File: config.mk
export PLATFORM = sky130hd
export DESIGN_NAME = fp_subtractor_seq_flat
export DESIGN_NICKNAME = d
export VERILOG_FILES = /design/src/rtl/fp_subtractor_seq_if.sv /design/src/rtl/fp_subtractor_seq.sv /design/src/flat_wrapper.sv
export SDC_FILE = /design/constraint.sdc
export NUM_CORES = 1
export LEC_CHECK = 0
export ABC_AREA = 1
export BUFFER_PORTS_ARGS = -buffer_cell sky130_fd_sc_hd__clkbuf_2
export CAP_MARGIN = 20
export CORE_MARGIN = 4
export CORE_UTILIZATION = 45
export DETAILED_ROUTE_END_ITERATION = 12
export PLACE_DENSITY = 0.59
export SLEW_MARGIN = 20
export SYNTH_ARGS = -nofsm -noshare
export SYNTH_HDL_FRONTEND = slang
export SYNTH_SLANG_ARGS = --single-unit
File: constraint.sdc
create_clock -name clk -period 8.2 [get_ports clk]
set_clock_uncertainty 0.15 [all_clocks]
set_input_delay 0.41 -clock clk [delete_from_list [all_inputs] [get_ports clk]]
set_output_delay 0.41 -clock clk [all_outputs]
set_load 0.02 [all_outputs]
File: src/rtl/fp_subtractor_seq_if.sv
// ---------------------------------------------------------------------------
// fp_subtractor_seq_if
//   Operand/result handshake bundle for fp_subtractor_seq.
//   Signals:
//     x, y       [31:0]  IEEE-754 single operands (result = x - y)
//     in_valid           operands present        (master -> slave)
//     in_ready           slave can accept        (slave  -> master)
//     result     [31:0]  difference              (slave  -> master)
//     out_valid          result valid            (slave  -> master)
//     out_ready          consumer takes result   (master -> slave)
//   Modports: master (producer/consumer side), slave (the subtractor).
// ---------------------------------------------------------------------------
interface fp_subtractor_seq_if;
  logic [31:0] x;
  logic [31:0] y;
  logic        in_valid;
  logic        in_ready;
  logic [31:0] result;
  logic        out_valid;
  logic        out_ready;

  modport master (
    output x, y, in_valid, out_ready,
    input  in_ready, result, out_valid
  );

  modport slave (
    input  x, y, in_valid, out_ready,
    output in_ready, result, out_valid
  );
endinterface

File: src/rtl/fp_subtractor_seq.sv
// ---------------------------------------------------------------------------
// fp_subtractor_seq
//   Multi-cycle IEEE-754 single-precision subtractor (result = x - y),
//   round toward zero, denormal operands flushed to zero.
//   FSM: IDLE -> ALIGN -> ADD -> NORM -> PACK -> DONE -> IDLE.
//   Ports:
//     clk   rising-edge clock
//     rst   asynchronous active-high reset
//     bus   fp_subtractor_seq_if.slave (x, y, in_valid/in_ready,
//           result, out_valid/out_ready)
//   Build option:
//     FP_SUB_FAST_ALIGN_EN  when defined, ALIGN and NORM each take one cycle
//                           (barrel shift + leading-zero count); otherwise
//                           both shift one bit per cycle. Results identical.
// ---------------------------------------------------------------------------
module fp_subtractor_seq (
  input  logic                clk,
  input  logic                rst,
  fp_subtractor_seq_if.slave  bus
);
  typedef enum logic [2:0] {IDLE, ALIGN, ADD, NORM, PACK, DONE} state_e;

  state_e             state_q;
  logic        [31:0] x_q;          // captured minuend
  logic        [31:0] y_q;          // captured subtrahend, sign already inverted
  logic               sign_b_q;     // operand with the larger exponent
  logic               sign_s_q;     // operand with the smaller exponent
  logic        [26:0] man_b_q;      // hidden + 23 fraction + 3 extension bits
  logic        [26:0] man_s_q;
  logic        [27:0] man_q;        // sum/difference incl. carry-out bit
  logic               sign_r_q;
  logic signed [9:0]  exp_q;        // wide enough to see overflow and underflow
  logic        [7:0]  diff_q;       // remaining alignment distance
  logic        [4:0]  cnt_q;        // alignment shifts performed so far
  logic        [31:0] result_q;
  logic               in_ready_q;
  logic               out_valid_q;

  assign bus.in_ready  = in_ready_q;
  assign bus.out_valid = out_valid_q;
  assign bus.result    = result_q;

  // Subtraction becomes addition of -y.
  logic [31:0] neg_y;
  logic        x_big;
  assign neg_y = {~bus.y[31], bus.y[30:0]};
  assign x_big = bus.x[30:23] >= bus.y[30:23];

  // Exponent 0 flushes the operand to zero.
  function automatic logic [26:0] unpack_man(input logic [30:0] f);
    return (f[30:23] == 8'd0) ? 27'd0 : {1'b1, f[22:0], 3'b000};
  endfunction

`ifdef FP_SUB_FAST_ALIGN_EN
  function automatic logic [4:0] lzc27(input logic [26:0] v);
    lzc27 = 5'd27;
    for (int i = 0; i < 27; i++) begin
      if (v[i]) lzc27 = 5'(26 - i);
    end
  endfunction

  logic [4:0] norm_lzc;
  assign norm_lzc = lzc27(man_q[26:0]);
`endif

  // Magnitude add/subtract; sign follows the larger magnitude.
  logic [27:0] add_res;
  logic        add_sign;
  always_comb begin
    add_res  = '0;
    add_sign = sign_b_q;
    if (sign_b_q == sign_s_q) begin
      add_res = {1'b0, man_b_q} + {1'b0, man_s_q};
    end else if (man_b_q >= man_s_q) begin
      add_res = {1'b0, man_b_q - man_s_q};
    end else begin
      add_res  = {1'b0, man_s_q - man_b_q};
      add_sign = sign_s_q;
    end
  end

  // Final packing; special operands take priority over the datapath value.
  logic [31:0] pack_res;
  always_comb begin
    pack_res = {sign_r_q, exp_q[7:0], man_q[25:3]};
    if (x_q[30:23] == 8'hFF && y_q[30:23] == 8'hFF) pack_res = 32'h7FC0_0000;
    else if (x_q[30:23] == 8'hFF)                   pack_res = x_q;
    else if (y_q[30:23] == 8'hFF)                   pack_res = y_q;
    else if (man_q == 28'd0)                        pack_res = 32'h0000_0000;
    else if (exp_q >= 10'sd255)                     pack_res = {sign_r_q, 8'hFF, 23'd0};
    else if (exp_q < 10'sd1)                        pack_res = {sign_r_q, 31'd0};
  end

  // NOTE: state registers use non-blocking assignments so every register in
  // this block sees the pre-edge value of every other one.
  always_ff @(posedge clk or posedge rst) begin
    if (rst) begin
      // NOTE: datapath registers are reset along with control so an aborted
      // operation leaves nothing stale behind; there is no RAM here.
      state_q     <= IDLE;
      x_q         <= '0;
      y_q         <= '0;
      sign_b_q    <= 1'b0;
      sign_s_q    <= 1'b0;
      man_b_q     <= '0;
      man_s_q     <= '0;
      man_q       <= '0;
      sign_r_q    <= 1'b0;
      exp_q       <= '0;
      diff_q      <= '0;
      cnt_q       <= '0;
      result_q    <= '0;
      in_ready_q  <= 1'b1;
      out_valid_q <= 1'b0;
    end else begin
      case (state_q)
        IDLE: begin
          if (bus.in_valid) begin
            x_q   <= bus.x;
            y_q   <= neg_y;
            cnt_q <= '0;
            if (x_big) begin
              sign_b_q <= bus.x[31];
              man_b_q  <= unpack_man(bus.x[30:0]);
              sign_s_q <= neg_y[31];
              man_s_q  <= unpack_man(neg_y[30:0]);
              exp_q    <= {2'b00, bus.x[30:23]};
              diff_q   <= bus.x[30:23] - bus.y[30:23];
            end else begin
              sign_b_q <= neg_y[31];
              man_b_q  <= unpack_man(neg_y[30:0]);
              sign_s_q <= bus.x[31];
              man_s_q  <= unpack_man(bus.x[30:0]);
              exp_q    <= {2'b00, bus.y[30:23]};
              diff_q   <= bus.y[30:23] - bus.x[30:23];
            end
            in_ready_q <= 1'b0;
            state_q    <= ALIGN;
          end
        end
        ALIGN: begin
`ifdef FP_SUB_FAST_ALIGN_EN
          // Shifts of 27 or more clear the mantissa, matching the serial cap.
          man_s_q <= man_s_q >> diff_q;
          state_q <= ADD;
`else
          if (diff_q == 8'd0 || cnt_q == 5'd27) begin
            state_q <= ADD;
          end else begin
            man_s_q <= man_s_q >> 1;
            diff_q  <= diff_q - 8'd1;
            cnt_q   <= cnt_q + 5'd1;
            if (diff_q == 8'd1 || cnt_q == 5'd26) state_q <= ADD;
          end
`endif
        end
        ADD: begin
          man_q    <= add_res;
          sign_r_q <= add_sign;
          state_q  <= NORM;
        end
        NORM: begin
`ifdef FP_SUB_FAST_ALIGN_EN
          if (man_q[27]) begin
            man_q <= man_q >> 1;
            exp_q <= exp_q + 10'sd1;
          end else if (man_q != 28'd0) begin
            man_q <= man_q << norm_lzc;
            exp_q <= exp_q - signed'(10'(norm_lzc));
          end
          state_q <= PACK;
`else
          if (man_q[27]) begin
            man_q   <= man_q >> 1;
            exp_q   <= exp_q + 10'sd1;
            state_q <= PACK;
          end else if (man_q[26] || man_q == 28'd0) begin
            state_q <= PACK;
          end else begin
            man_q <= man_q << 1;
            exp_q <= exp_q - 10'sd1;
          end
`endif
        end
        PACK: begin
          result_q    <= pack_res;
          out_valid_q <= 1'b1;
          state_q     <= DONE;
        end
        DONE: begin
          // Returning to IDLE first keeps a new accept out of this cycle.
          if (bus.out_ready) begin
            out_valid_q <= 1'b0;
            in_ready_q  <= 1'b1;
            state_q     <= IDLE;
          end
        end
        default: state_q <= IDLE;
      endcase
    end
  end
endmodule

File: src/flat_wrapper.sv
// flat-port wrapper written by rule: the top's interface ports become plain ports
module fp_subtractor_seq_flat 
  (clk, rst, bus_x, bus_y, bus_in_valid, bus_out_ready, bus_in_ready, bus_result, bus_out_valid);
  fp_subtractor_seq_if bus_i ();
  input  logic clk;
  input  logic rst;
  input wire logic [$bits(bus_i.x)-1:0] bus_x;
  input wire logic [$bits(bus_i.y)-1:0] bus_y;
  input wire logic [$bits(bus_i.in_valid)-1:0] bus_in_valid;
  input wire logic [$bits(bus_i.out_ready)-1:0] bus_out_ready;
  output wire logic [$bits(bus_i.in_ready)-1:0] bus_in_ready;
  output wire logic [$bits(bus_i.result)-1:0] bus_result;
  output wire logic [$bits(bus_i.out_valid)-1:0] bus_out_valid;
  assign bus_i.x = bus_x;
  assign bus_i.y = bus_y;
  assign bus_i.in_valid = bus_in_valid;
  assign bus_i.out_ready = bus_out_ready;
  assign bus_in_ready = bus_i.in_ready;
  assign bus_result = bus_i.result;
  assign bus_out_valid = bus_i.out_valid;
  fp_subtractor_seq u_core (.clk(clk), .rst(rst), .bus(bus_i));
endmodule
==> qor.csv <==
metric;value;unit
routed_wl;62.7;mm
cts_buffer_depth;3;
fin_ws;4.47;ns
timing.hold.ws;0.00962;ns
holdPathEnd;u_core.x_q[11];
p_clk_frac;0.125;
swShare;0.568;
cts_made_buffers;25;
placed_area;17000;um^2
diodes;0;
net-switching-power;5.32;mW
fillerInstances;3712;
crit_fanout;37;
root_buffer;clkbuf_16;
clk_pin_slew_worst_paths;0.06;ns
drtIter0Drc;1641;
endpoint_kind;flop;
first_pass_iters;6;
maxCapViolCount;0;
yosysWarnings;0;
layoutNonFillerInstCount;2994;
worstSetupStartpointType;flop;
setup_viol;0;
grt_max_degree;131;
required;8.48;ns
whs_path_depth;3;
power_leakage;9.44;nW
critical_path_class;reg2reg;
die_h;199;um
core_area;35700;um^2
clock_latency;0.56;ns
dieArea;39400;um^2
powerDensity;517;nW/um^2
fin_crit;3.73;ns
post-cts-setup-buffer-count;0;
peakVddDrop;0.000246;V
reg2reg_depth;12;
synth_area;16300;um^2
grt-ovfl-total;0;
htreeDepth;1;
rrSetupSlack;4.47;ns
fmax;0.268;GHz
io_buffers;101;
drive_gt1_frac;0.0821;
synthTopCellsByArea;dfrtp_1 31%, nand2_1 18%, ha_1 7.5%;
cts_sinks;206;
ys.flop_type;dfrtp_1;
seqPwrFrac;0.206;
synth_largest_area_cell;dfrtp_1;
rsz0062_at_grt;false;
fin_util;0.506;
grt_antenna_before_repair;1;
fin_area;18100;um^2
hpwl;48.1;mm
place_inst;2925;
fin_nets;2685;
tightestPinTransition;1.05;ns
synth-seq-cells;206;
synthCells;2463;
synthDistinctLibCells;55;
synth_edf_count;0;
slew_violations;0;
outcome;complete, no violations;
rows;69;
synth-async-reset-ratio;1.00;
hp-class;in2reg;
hold_viol_final;0;
grt_pass1_vias;16300;
yosysTopAreaCellShare;0.314;
relSlewSlack;0.296;
critPathLaunch;u_core.man_q[23];
r2r_start;u_core.man_q[23];
postRouteAntennaNets;0;
drc_errors;0;
die_x;199;um
wl_per_cell;20.9;um
vias;17200;
tns;0;ns
syn-mean-instance-area;6.64;um^2
arrival;4.00;ns
hp-start;bus_x[11];
period_share;0.454;
power;9.36;mW
ys_seq_area_frac;0.315;
p_int;4.04;mW
start_util;0.457;
r2r_end;u_core.man_q[23];
ios;102;
grt_pass1_wl;96.3;mm
pre_cts_ws;4.52;ns
area_delta_synth_final;10.6;%
via_per_inst;5.73;
gp_congestion;0.990;
syn-num-nets;2633;
pwr-share-comb;0.669;
cts_tree;done;
grtUsageTotal;0.313;
[worst max-delay path: stages, from the launching register on]
cell and delay [ns]:
dfrtp_1 0.54, nor2_1 0.15, nand3_1 0.08, nor3_1 0.27, nand4_1 0.52, nand2_1 0.49, nand2_1 0.11, nand2_2 0.58
inv_2 0.31, nand2_1 0.19, inv_1 0.09, nand2_1 0.07, nand2_1 0.05
[worst max path at each step]
stage	to	slack [ns]	cells after the start
4_1_cts	u_core.man_q[23]	4.50	12
2_1_floorplan	u_core.bus.out_valid	2.02	1
6_report	u_core.man_q[23]	4.47	12
5_1_grt	u_core.diff_q[5]	4.20	16
3_5_place_dp	u_core.man_q[23]	4.52	12
3_3_place_gp	u_core.man_q[23]	4.44	12
[cells by family (layout without fill, tap and decap cells)]
| kind of cell | count (synthesis) | count (layout) | share of synthesized area |
|---|---|---|---|
| and+or+nand+nor | 1254 | 1254 | 0.321 |
| DFF | 206 | 206 | 0.315 |
| buffers and inverters | 413 | 483 | 0.103 |
| AOI/OAI and AO/OA | 450 | 450 | 0.160 |
| xor gates and xnor gates | 38 | 38 | 0.0208 |
| adders and majority gates | 102 | 102 | 0.0799 |
[repair_timing]
item,4_1_cts,5_1_grt
gates resized for setup,0,0
hold endpoints to repair,110,0
hold buffers,24,0
endpoints found under the setup margin,0,0
[cell type report]
type,count,area (um^2),area share
Multi-Input combinational cell,1844,9520,0.527
Sequential cell,206,5160,0.285
Inverter,301,1140,0.0629
Timing Repair Buffer,137,840,0.0464
Clock buffer,35,733,0.0405
Tap cell,461,577,0.0319
Clock inverter,10,119,0.00657
[cells in the final DEF, fill, tap and decap left out, types with 38 or more instances in the layout]
cell type	instances
inv_1	285
o221ai_1	40
nand2_1	796
o21ai_0	154
clkbuf_2	101
ha_1	98
nand4_1	38
nand3_1	190
a21oi_1	136
nor2_1	166
dfrtp_1	205
[registers in the layout (all words and copies together), names as in the netlist]
signal / flops
u_core.man_b_q: 24
u_core.man_q: 28
u_core.x_q: 32
u_core.state_q: 3
u_core.bus.result: 32
u_core.sign_b_q: 1
u_core.exp_q: 10
u_core.bus.in_ready: 1
u_core.sign_r_q: 1
u_core.diff_q: 8
u_core.man_s_q: 27
u_core.cnt_q: 5
u_core.bus.out_valid: 1
u_core.sign_s_q: 1
u_core.y_q: 32
[cells in the mapped netlist, drive strengths merged (30+ instances only)]
cell    instances
o21ai         178
a31oi          30
nand2         805
o221ai         40
ha             98
clkbuf         52
nand3         194
nand4          39
inv           298
a21oi         140
xor2           33
buf            60
dfrtp         205
nor2          178
[metal layers]
layer  wire (um)  share of wire  global-route usage  vias to the layer above
met4        1980          0.032              0.0927                        0
met3        4080          0.065              0.0357                      115
met1       27800           0.44               0.446                     8178
met2       28800           0.46               0.503                      748
met5           0              0                   0                        -
li1            -              -                   -                     8114
[power by group through the flow]
stage	logic, mW	registers, mW	clock network [mW]
2_1_floorplan	4.29	1.89	0
3_3_place_gp	6.09	1.92	0
3_5_place_dp	6.10	1.93	0
4_1_cts	6.13	1.92	1.18
5_1_grt	6.90	1.99	1.22
6_report	6.26	1.93	1.17
(Power assumes the default switching activity.)
